===== src/rtl/if_stage_pkg.sv =====
// Shared constants and helpers for the instruction-fetch stage.
// Optional build macro used by if_stage: IF_PC_ALIGN_CHECK_EN.
package if_stage_pkg;
  localparam logic [31:0] RESET_PC_VALUE = 32'hBFC0_0000;
  localparam int EXC_ADEL_IF    = 0;
  localparam int EXCEP_TYPE_BUS = 6;
  localparam int INST_ADDR_BUS  = 32;
  localparam int INST_BUS       = 32;
  localparam logic RST_ENABLE   = 1'b1;
  localparam logic EXCEPTION_ON = 1'b1;
  localparam logic NOSTOP       = 1'b0;

  // Sequential PC increment; wraps modulo 2^32.
  function automatic logic [INST_ADDR_BUS-1:0] pc_plus4(input logic [INST_ADDR_BUS-1:0] pc);
    return pc + 32'd4;
  endfunction
endpackage


===== src/rtl/if_stage_pc_next_sel.sv =====
// Next-PC priority mux: reset > exception > branch on acceptance > pc+4 on acceptance > hold.
module pc_next_sel
  import if_stage_pkg::*;
(
  input  logic                     rst,
  input  logic [INST_ADDR_BUS-1:0] reset_pc,
  input  logic                     exception,
  input  logic [INST_ADDR_BUS-1:0] exception_pc,
  input  logic                     advance,
  input  logic                     br_take,
  input  logic [INST_ADDR_BUS-1:0] br_addr,
  input  logic [INST_ADDR_BUS-1:0] pc,
  output logic [INST_ADDR_BUS-1:0] pc_next
);
  always_comb begin
    pc_next = pc;
    if (rst == RST_ENABLE)             pc_next = reset_pc;
    else if (exception == EXCEPTION_ON) pc_next = exception_pc;
    else if (advance && br_take)       pc_next = br_addr;
    else if (advance)                  pc_next = pc_plus4(pc);
  end
endmodule


===== src/rtl/if_stage.sv =====
// Instruction-fetch stage: PC register, fetch bus FSM, branch delay slot and redirects.
// Build macro IF_PC_ALIGN_CHECK_EN enables the misaligned-PC fetch exception.
module if_stage
  import if_stage_pkg::*;
#(
  parameter logic [INST_ADDR_BUS-1:0] RESET_PC = RESET_PC_VALUE
) (
  input  logic                      clk,
  input  logic                      rst,
  input  logic                      stall,
  input  logic                      exception,
  input  logic [INST_ADDR_BUS-1:0]  exception_pc,
  input  logic                      branch_en,
  input  logic [INST_ADDR_BUS-1:0]  branch_target,
  output logic                      inst_req,
  output logic [INST_ADDR_BUS-1:0]  inst_addr,
  input  logic                      inst_addr_ok,
  input  logic                      inst_data_ok,
  input  logic [INST_BUS-1:0]       inst_rdata,
  output logic [INST_ADDR_BUS-1:0]  if_pc,
  output logic [INST_BUS-1:0]       if_instr,
  output logic [EXCEP_TYPE_BUS-1:0] if_exception_type,
  output logic                      inst_stall
);
  // Bus handshake: a request is accepted in the cycle inst_req && inst_addr_ok;
  // its data returns in a later cycle flagged by inst_data_ok, one outstanding max.
  typedef enum logic [1:0] {S_REQ, S_WAIT, S_HOLD, S_DROP} state_t;

  state_t                    state;
  logic [INST_ADDR_BUS-1:0]  pc;
  logic [INST_ADDR_BUS-1:0]  pc_next;
  logic [INST_ADDR_BUS-1:0]  br_target;
  logic [INST_BUS-1:0]       hold_buf;
  logic                      br_pending;
  logic                      inst_valid;
  logic                      align_fault;
  logic                      accept;
  logic                      br_take;
  logic [INST_ADDR_BUS-1:0]  br_addr;

  assign inst_valid = (rst != RST_ENABLE) && (exception != EXCEPTION_ON) &&
                      ((state == S_WAIT && inst_data_ok) || state == S_HOLD);
`ifdef IF_PC_ALIGN_CHECK_EN
  // A misaligned PC parks in S_REQ, presenting the fault until the exception unit redirects.
  assign align_fault = (rst != RST_ENABLE) && (exception != EXCEPTION_ON) &&
                       state == S_REQ && pc[1:0] != 2'b00;
  assign inst_addr   = (rst == RST_ENABLE) ? '0 : pc;
`else
  assign align_fault = 1'b0;
  assign inst_addr   = (rst == RST_ENABLE) ? '0 : {pc[INST_ADDR_BUS-1:2], 2'b00};
`endif
  assign accept     = inst_valid && (stall == NOSTOP);
  // A pending branch is older than one resolving now, so it wins the delay-slot acceptance.
  assign br_take    = br_pending || branch_en;
  assign br_addr    = br_pending ? br_target : branch_target;
  assign inst_req   = (rst != RST_ENABLE) && state == S_REQ && !align_fault;
  assign inst_stall = !(inst_valid || align_fault);
  assign if_pc      = inst_stall ? '0 : pc;
  assign if_instr   = !inst_valid ? '0 : (state == S_HOLD) ? hold_buf : inst_rdata;

  always_comb begin
    if_exception_type = '0;
    if_exception_type[EXC_ADEL_IF] = align_fault;
  end

  pc_next_sel u_pc_next_sel (
    .rst          (rst),
    .reset_pc     (RESET_PC),
    .exception    (exception),
    .exception_pc (exception_pc),
    .advance      (accept),
    .br_take      (br_take),
    .br_addr      (br_addr),
    .pc           (pc),
    .pc_next      (pc_next)
  );

  always_ff @(posedge clk) begin
    pc <= pc_next;
    if (rst == RST_ENABLE) begin
      state      <= S_REQ;
      br_pending <= 1'b0;
      br_target  <= '0;
      hold_buf   <= '0;
    end else if (exception == EXCEPTION_ON) begin
      br_pending <= 1'b0;
      unique case (state)
        S_REQ:   state <= (inst_req && inst_addr_ok) ? S_DROP : S_REQ;
        S_HOLD:  state <= S_REQ;
        default: state <= inst_data_ok ? S_REQ : S_DROP;
      endcase
    end else begin
      if (accept) begin
        br_pending <= br_pending && branch_en;
        if (branch_en) br_target <= branch_target;
      end else if (branch_en) begin
        br_pending <= 1'b1;
        br_target  <= branch_target;
      end
      unique case (state)
        S_REQ:  if (inst_req && inst_addr_ok) state <= S_WAIT;
        S_WAIT: begin
          if (inst_data_ok) begin
            if (accept) begin
              state <= S_REQ;
            end else begin
              hold_buf <= inst_rdata;
              state    <= S_HOLD;
            end
          end
        end
        S_HOLD: if (accept) state <= S_REQ;
        S_DROP: if (inst_data_ok) state <= S_REQ;
        default: state <= S_REQ;
      endcase
    end
  end
endmodule


===== config.mk =====
export PLATFORM = sky130hd
export DESIGN_NAME = if_stage
export DESIGN_NICKNAME = d
export VERILOG_FILES = /design/src/rtl/if_stage_pkg.sv /design/src/rtl/if_stage_pc_next_sel.sv /design/src/rtl/if_stage.sv
export SDC_FILE = /design/constraint.sdc
export NUM_CORES = 1
export LEC_CHECK = 0
export ABC_AREA = 0
export CAP_MARGIN = 0
export CELL_PAD_IN_SITES_DETAIL_PLACEMENT = 1
export CELL_PAD_IN_SITES_GLOBAL_PLACEMENT = 1
export CORE_ASPECT_RATIO = 2
export CORE_MARGIN = 2
export CORE_UTILIZATION = 30
export CTS_BUF_LIST = sky130_fd_sc_hd__clkbuf_8
export CTS_CLUSTER_DIAMETER = 80
export DETAILED_ROUTE_END_ITERATION = 7
export PLACE_DENSITY_LB_ADDON = 0.2
export SYNTH_ARGS = -nofsm -noshare
export SYNTH_HDL_FRONTEND = slang
export SYNTH_HIERARCHICAL = 1
export SYNTH_SLANG_ARGS = --single-unit

===== constraint.sdc =====
create_clock -name clk -period 3 [get_ports clk]
set_clock_uncertainty 0.2 [all_clocks]
set_input_delay 0.6 -clock clk [delete_from_list [all_inputs] [get_ports clk]]
set_output_delay 0.6 -clock clk [all_outputs]
set_load 0.01 [all_outputs]

==> After elaboration in Yosys (flattened, before gate mapping) <==
Cells that the tools add are included.
{ "classes": {"n_mux": 20, "add_sub_neg": 1, "eq_ne": 7, "bitwise_logic": 4, "n_reduce_logical": 18} }
{ "op_table": {"columns": ["op", "count"], "rows": [
  ["32-bit two-way mux", 8],
  ["32-bit by 3-bit adder with 32-bit output (second input constant)", 1],
  ["2-bit two-way mux", 8],
  ["1-bit logical AND", 8],
  ["2-bit one-hot mux with 4 select lines", 1],
  ["4-bit AND reduction", 2],
  ["3-bit by 2-bit != test with 1-bit output (second input constant)", 2],
  ["3-bit != test (second input constant)", 2],
  ["2-bit == test (second input constant)", 2],
  ["1-bit inverter", 4],
  ["2-bit one-hot mux with 2 select lines", 1],
  ["3-bit nonzero test", 1],
  ["2-bit by 1-bit == test with 1-bit output (second input constant)", 1],
  ["2-bit zero test", 1],
  ["1-bit logical OR", 2],
  ["1-bit two-way mux", 2],
  ["2-bit AND reduction", 1],
  ["2-bit nonzero test", 1],
  ["2-bit OR reduction", 1],
  ["1-bit zero test", 1]
]} }
{ "totals": {"output_inout_bits": 104, "reg_bits": 99, "elab_cells": 55, "in_bits": 103} }

==> Longest topological paths before layout <==
{ "logic_depth": {"word_depth": 9, "mapped_depth": 13, "ltp_nobuf": 9} }

==> Cells and area by module <==
The synthesis kept the hierarchy.
{ "modules_own_cells": {"columns": ["mod", "area_per_inst_um2", "cells_each", "n_inst", "seq_area_each_um2"], "rows": [
  ["if_stage", 4339.2, 561, 1, 1981.9],
  ["pc_next_sel", 1702.9, 277, 1, 0.0]
]} }

==> Least setup slack after synthesis <==
Ideal clock, no wire load.
{ "synth_path": {"kind": "input port to flip-flop", "from": "input inst_data_ok", "to": "register pc[25]", "required_time_ns": 2.673, "n_path_buf": 2, "setup_time_ns": 0.127, "t_arrival_ns": 2.948, "slack_ns": -0.275, "path_stages": 11, "cell_sequence": "and3b_1 -> nor2_1 -> nor3_4 -> inv_2 -> buf_2 -> nor2_1 -> nand3_2 -> or4_1 -> buf_2 -> o311a_1 -> or3_1"} }
{ "synth_via": {"elab_chain_len": 7} }
{ "synth_lines": {"columns": ["item", "line_no", "text"], "rows": [
  ["from (decl)", "if_stage.sv:18", "input logic inst_data_ok,"],
  ["1-bit logical AND *", "if_stage.sv:42", "((state == S_WAIT && inst_data_ok) || state == S_HOLD);"],
  ["1-bit logical OR *", "if_stage.sv:42", null],
  ["1-bit logical AND *", "if_stage.sv:41", "assign inst_valid = (rst != RST_ENABLE) && (exception != EXCEPTION_ON) &&"],
  ["1-bit logical AND *", "if_stage.sv:52", "assign accept = inst_valid && (stall == NOSTOP);"],
  ["via accept", "if_stage.sv:37", "logic accept;"],
  ["1-bit logical AND", "if_stage_pc_next_sel.sv:19", "else if (advance && br_take) pc_next = br_addr;"],
  ["32-bit two-way mux", "if_stage_pc_next_sel.sv:19", null],
  ["32-bit two-way mux", "if_stage_pc_next_sel.sv:18", "else if (exception == EXCEPTION_ON) pc_next = exception_pc;"],
  ["to (signal assigned)", "if_stage.sv:79", "pc <= pc_next;"],
  ["to (decl)", "if_stage.sv:30", "logic [INST_ADDR_BUS-1:0] pc;"]
]} }
Mark *: on every way through the listed nets, which the timed path passes. The rest lies on a longest branch.
A chain may end at the register's enable or synchronous reset.

==> Worst setup path in the final report <==
{ "layout_path": {"from": "input inst_data_ok", "to": "output if_pc[14]"} }
{ "layout_via": {"elab_chain_len": 4} }
{ "layout_lines": {"columns": ["item", "line_no", "text"], "rows": [
  ["1-bit logical AND", "if_stage.sv:42", null],
  ["1-bit logical OR", "if_stage.sv:42", null],
  ["1-bit logical AND", "if_stage.sv:41", null],
  ["32-bit two-way mux", "if_stage.sv:58", "assign if_pc = inst_stall ? '0 : pc;"],
  ["to (decl)", "if_stage.sv:20", "output logic [INST_ADDR_BUS-1:0] if_pc,"]
]} }
Every way passes these cells.

==> flow_summary.html <==
<table>
<tr><th>Metric</th><th>Value</th></tr>
<tr><th colspan="2">Run status</th></tr>
<tr><td>Status</td><td>complete, no violations</td></tr>
<tr><th colspan="2">Synthesis</th></tr>
<tr><td>Area contributors post-synth</td><td>dfxtp_1, nand2_1, a21oi_1, mux2_2, nor2b_1</td></tr>
<tr><td>Primary FF master, synth</td><td>dfxtp_1</td></tr>
<tr><td>Area leader, netlist</td><td>dfxtp_1</td></tr>
<tr><td>Dominant cell by count in the synthesized netlist</td><td>nand2_1</td></tr>
<tr><td>Sequential element share of the synthesized area</td><td>32.8%</td></tr>
<tr><td>Flip-flop and latch count after synthesis</td><td>99</td></tr>
<tr><td>Number of different library cells in the post-synthesis netlist</td><td>63</td></tr>
<tr><td>Post-Synthesis Mean Instance Area</td><td>7.21 um^2</td></tr>
<tr><td>Yosys warns</td><td>6</td></tr>
<tr><td>Commonest cells in the netlist</td><td>nand2_1, a21oi_1, dfxtp_1, clkbuf_1, nor2b_1</td></tr>
<tr><td>Proportion of register bits with asynchronous set or reset after synthesis</td><td>0%</td></tr>
<tr><td>Mapped cell area</td><td>6040 um^2</td></tr>
<tr><td>Area share of the largest cell type after synthesis</td><td>32.8%</td></tr>
<tr><td>Gate count of the mapped netlist</td><td>838</td></tr>
<tr><td>Number of synthesized flops with an enable pin</td><td>0</td></tr>
<tr><th colspan="2">Drt</th></tr>
<tr><td>DR vias/cell</td><td>5.13</td></tr>
<tr><td>ANT nets after route</td><td>0</td></tr>
<tr><td>Vias post-DR</td><td>6,840</td></tr>
<tr><td>Iter 0 DRT Violations</td><td>251</td></tr>
<tr><td>Routed len/inst</td><td>18.4 um</td></tr>
<tr><td>DRC violation count after routing</td><td>0</td></tr>
<tr><td>Length of the first detailed-routing pass in iterations</td><td>4</td></tr>
<tr><td>DRT Wirelength</td><td>24.5 mm</td></tr>
<tr><th colspan="2">Floorplan</th></tr>
<tr><td>Std-Cell Core Area</td><td>19,800 um^2</td></tr>
<tr><td>Height of the die</td><td>205 um</td></tr>
<tr><td>Total Die Area</td><td>21,400 um^2</td></tr>
<tr><td>Initial standard-cell utilization of the core</td><td>30.5%</td></tr>
<tr><td>Top-Level Pins</td><td>207</td></tr>
<tr><td>Rows</td><td>73</td></tr>
<tr><td>Horizontal die dimension</td><td>104 um</td></tr>
<tr><th colspan="2">STA</th></tr>
<tr><td>Unrepaired setup endpoints after global routing</td><td>false</td></tr>
<tr><td>Maximum clock frequency</td><td>343 MHz</td></tr>
<tr><td>Final setup violation count</td><td>0</td></tr>
<tr><td>Final worst path period share</td><td>97.1%</td></tr>
<tr><td>Fin. Hold Viols</td><td>0</td></tr>
<tr><td>Rel. slew slack</td><td>61.8%</td></tr>
<tr><td>Pins over their slew limit</td><td>0</td></tr>
<tr><td>Worst Max-Slew Pin Slew</td><td>571 ps</td></tr>
<tr><td>Total Negative Setup Slacks</td><td>0 ps</td></tr>
<tr><td>Setup WS post-layout</td><td>86.9 ps</td></tr>
<tr><td>Tmin final</td><td>2910 ps</td></tr>
<tr><th colspan="2">Global routing</th></tr>
<tr><td>Remaining Overflow, GRT</td><td>0</td></tr>
<tr><td>Largest net degree at the start of global routing</td><td>54</td></tr>
<tr><td>Global Route Usage Sum</td><td>22.8%</td></tr>
<tr><td>Number of antenna violations at the first check in global routing</td><td>1</td></tr>
<tr><td>Global-route wire length before repair</td><td>38.4 mm</td></tr>
<tr><td>Via count of the first global-routing pass</td><td>7,100</td></tr>
<tr><th colspan="2">Cells and area</th></tr>
<tr><td>Fin cells</td><td>1,333</td></tr>
<tr><td>Post-route cell area</td><td>8720 um^2</td></tr>
<tr><td>Layout overhead on the synthesized area</td><td>44.4%</td></tr>
<tr><td>Nets</td><td>1,169</td></tr>
<tr><td>Fraction of final layout cells with drive strength greater than 1</td><td>15.0%</td></tr>
<tr><th colspan="2">Clock tree</th></tr>
<tr><td>Num Clock Sinks</td><td>99</td></tr>
<tr><td>H-tree depth</td><td>3</td></tr>
<tr><td>Number of clock buffers inserted by TritonCTS</td><td>9</td></tr>
<tr><td>TritonCTS clock tree</td><td>done</td></tr>
<tr><td>Clock insertion delay at the later pin of the skew report</td><td>390 ps</td></tr>
<tr><td>Reg clk slew, reported paths</td><td>100 ps</td></tr>
<tr><td>Cell at the root of the clock tree</td><td>clkbuf_8</td></tr>
<tr><td>Hold bufs inserted after CTS</td><td>0</td></tr>
<tr><td>Largest buffer count on any clock path</td><td>2</td></tr>
<tr><th colspan="2">Setup path</th></tr>
<tr><td>Worst setup startpoint</td><td>inst_data_ok</td></tr>
<tr><td>Worst EP required</td><td>2200 ps</td></tr>
<tr><td>CP max FO</td><td>16</td></tr>
<tr><td>Critical R2R Launch</td><td>state[1]$_SDFFE_PP0P_</td></tr>
<tr><td>Depth of the worst register-to-register path</td><td>10</td></tr>
<tr><td>Arrival time at the worst endpoint</td><td>2110 ps</td></tr>
<tr><td>Endpoint of the most critical register-to-register path</td><td>pc[25]$_DFF_P_</td></tr>
<tr><td>Type of element capturing the critical path</td><td>primary output</td></tr>
<tr><td>Worst setup SP type</td><td>primary input</td></tr>
<tr><td>Critical path start-end classification</td><td>primary input to primary output</td></tr>
<tr><td>Worst reg-to-reg setup slack</td><td>160 ps</td></tr>
<tr><th colspan="2">Hold path</th></tr>
<tr><td>Startpoint of the most critical hold path</td><td>br_target[30]$_SDFFE_PP0P_</td></tr>
<tr><td>Classification of the worst-slack hold path</td><td>flip-flop to flip-flop</td></tr>
<tr><td>Sink of the worst hold path</td><td>br_target[30]$_SDFFE_PP0P_</td></tr>
<tr><td>Number of cells traversed by the worst hold path</td><td>2</td></tr>
<tr><th colspan="2">Pwr</th></tr>
<tr><td>Lkg Pwr</td><td>3.52 nW</td></tr>
<tr><td>Peak supply drop</td><td>162 uV</td></tr>
<tr><td>Pwr Total</td><td>0.00312 W</td></tr>
<tr><td>Power per unit of standard cell area</td><td>358 nW/um^2</td></tr>
<tr><th colspan="2">Placed design</th></tr>
<tr><td>Post-Place Cell Area</td><td>8590 um^2</td></tr>
<tr><td>Worst setup timing slack at the placement stage</td><td>-512 ps</td></tr>
<tr><td>HPWL after detailed placement</td><td>18.0 mm</td></tr>
<tr><td>Routability congestion estimate from global placement</td><td>0.818</td></tr>
<tr><td>Buffers on Ports</td><td>198</td></tr>
<tr><td>Placed insts</td><td>1,308</td></tr>
<tr><th colspan="2">Job</th></tr>
<tr><td>Max-Cap Viols</td><td>0</td></tr>
</table>
-- sequential cells by signal, summed over array words and instances, names as in the netlist --
signal	cells
hold_buf	32
pc	32
br_pending	1
br_target	32
state	2
-- timing repair --
action,4_1_cts,5_1_grt
gates cloned,2,0
setup endpoints to repair,74,25
setup buffers,6,0
hold endpoints to repair,0,0
pin swaps,6,0
resized for setup,172,2
-- layer usage --
layer	vias to the layer above	part of all wire, %	track usage (%)
met3	43	3.4	3.44
met2	187	55	44.4
met4	0	3.1	9.31
met5	-	0	0
li1	3317	-	-
met1	3293	38	24.0
-- worst max-delay path by stage --
stage,endpoint,depth (start not counted)
finish,if_pc[14],9
CTS,pc[23]$_DFF_P_,12
global route,pc[22]$_DFF_P_,11
global placement,pc[27]$_DFF_P_,10
detailed placement,pc[29]$_DFF_P_,11
floorplan,pc[25]$_DFF_P_,11
-- area by class of cell --
type / count / area (um^2)
Tap cell: 262 / 328
Clock buffer: 13 / 179
Inverter: 7 / 28.8
Fill cell: 2480 / 11100
Clock inverter: 3 / 12.5
Antenna cell: 1 / 2.50
Sequential cell: 99 / 1980
Timing Repair Buffer: 253 / 2320
Multi-Input combinational cell: 695 / 3870
-- worst max-delay path: stages --
cell and delay (ps):
dlygate4sd2_1 240, and3b_1 190, nor2_2 170, nor3_4 60, buf_6 120, buf_4 130, buf_12 150, and2_1 160
dlygate4sd2_1 280
-- report_power, final --
group	leakage [nW]	switching, W	internal (W)	total [W]
sequential	0.815	0.0000974	0.00139	0.00149
combinational	2.60	0.000372	0.000395	0.000768
clock	0.108	0.000480	0.000387	0.000866
total	3.52	0.000950	0.00217	0.00312
-- layout by cell type, fill, tap and decap left out, drive strengths merged, types with 4 or more instances in the layout --
cell and n:
or3 7, and2 33, nor3 6, o21a 6
nand4 8, o211ai 7, o21ai 27, and3 5
conb 40, clkdlybuf4s50 130, nor2b 35, buf 88
inv 9, dfxtp 99, or4 13, o22ai 8
a211oi 4, dlygate4sd2 32, and4 4, nand3b 4
a22oi 9, nand2 229, clkbuf 13, nor2 19
mux2i 5, a221o 7, nand3 18, a21oi 114
o31ai 7, nor4 4, mux2 34, a31oi 5
-- kinds of logic (layout without fill, tap and decap cells) --
group           Yosys count  in the layout  synth area share, %
compound gates          215            215                 21.4
xor+xnor                  2              2                0.290
fa+ha+maj                 1              1                0.207
buf+inv                  82            276                 6.17
flops                    99             99                 32.8
mux                      39             39                 7.17
other cells               2             41                0.124
simple gates            398            398                 31.8
-- per-stage QoR --
step                util, %  hold slack (ps)
detailed placement     43.3              247
finish                 44.0              257
CTS                    44.0              260
global placement       43.3              237
floorplan                 -              233
global route           44.0              277
No activity file was read; power rests on OpenSTA's default activity.
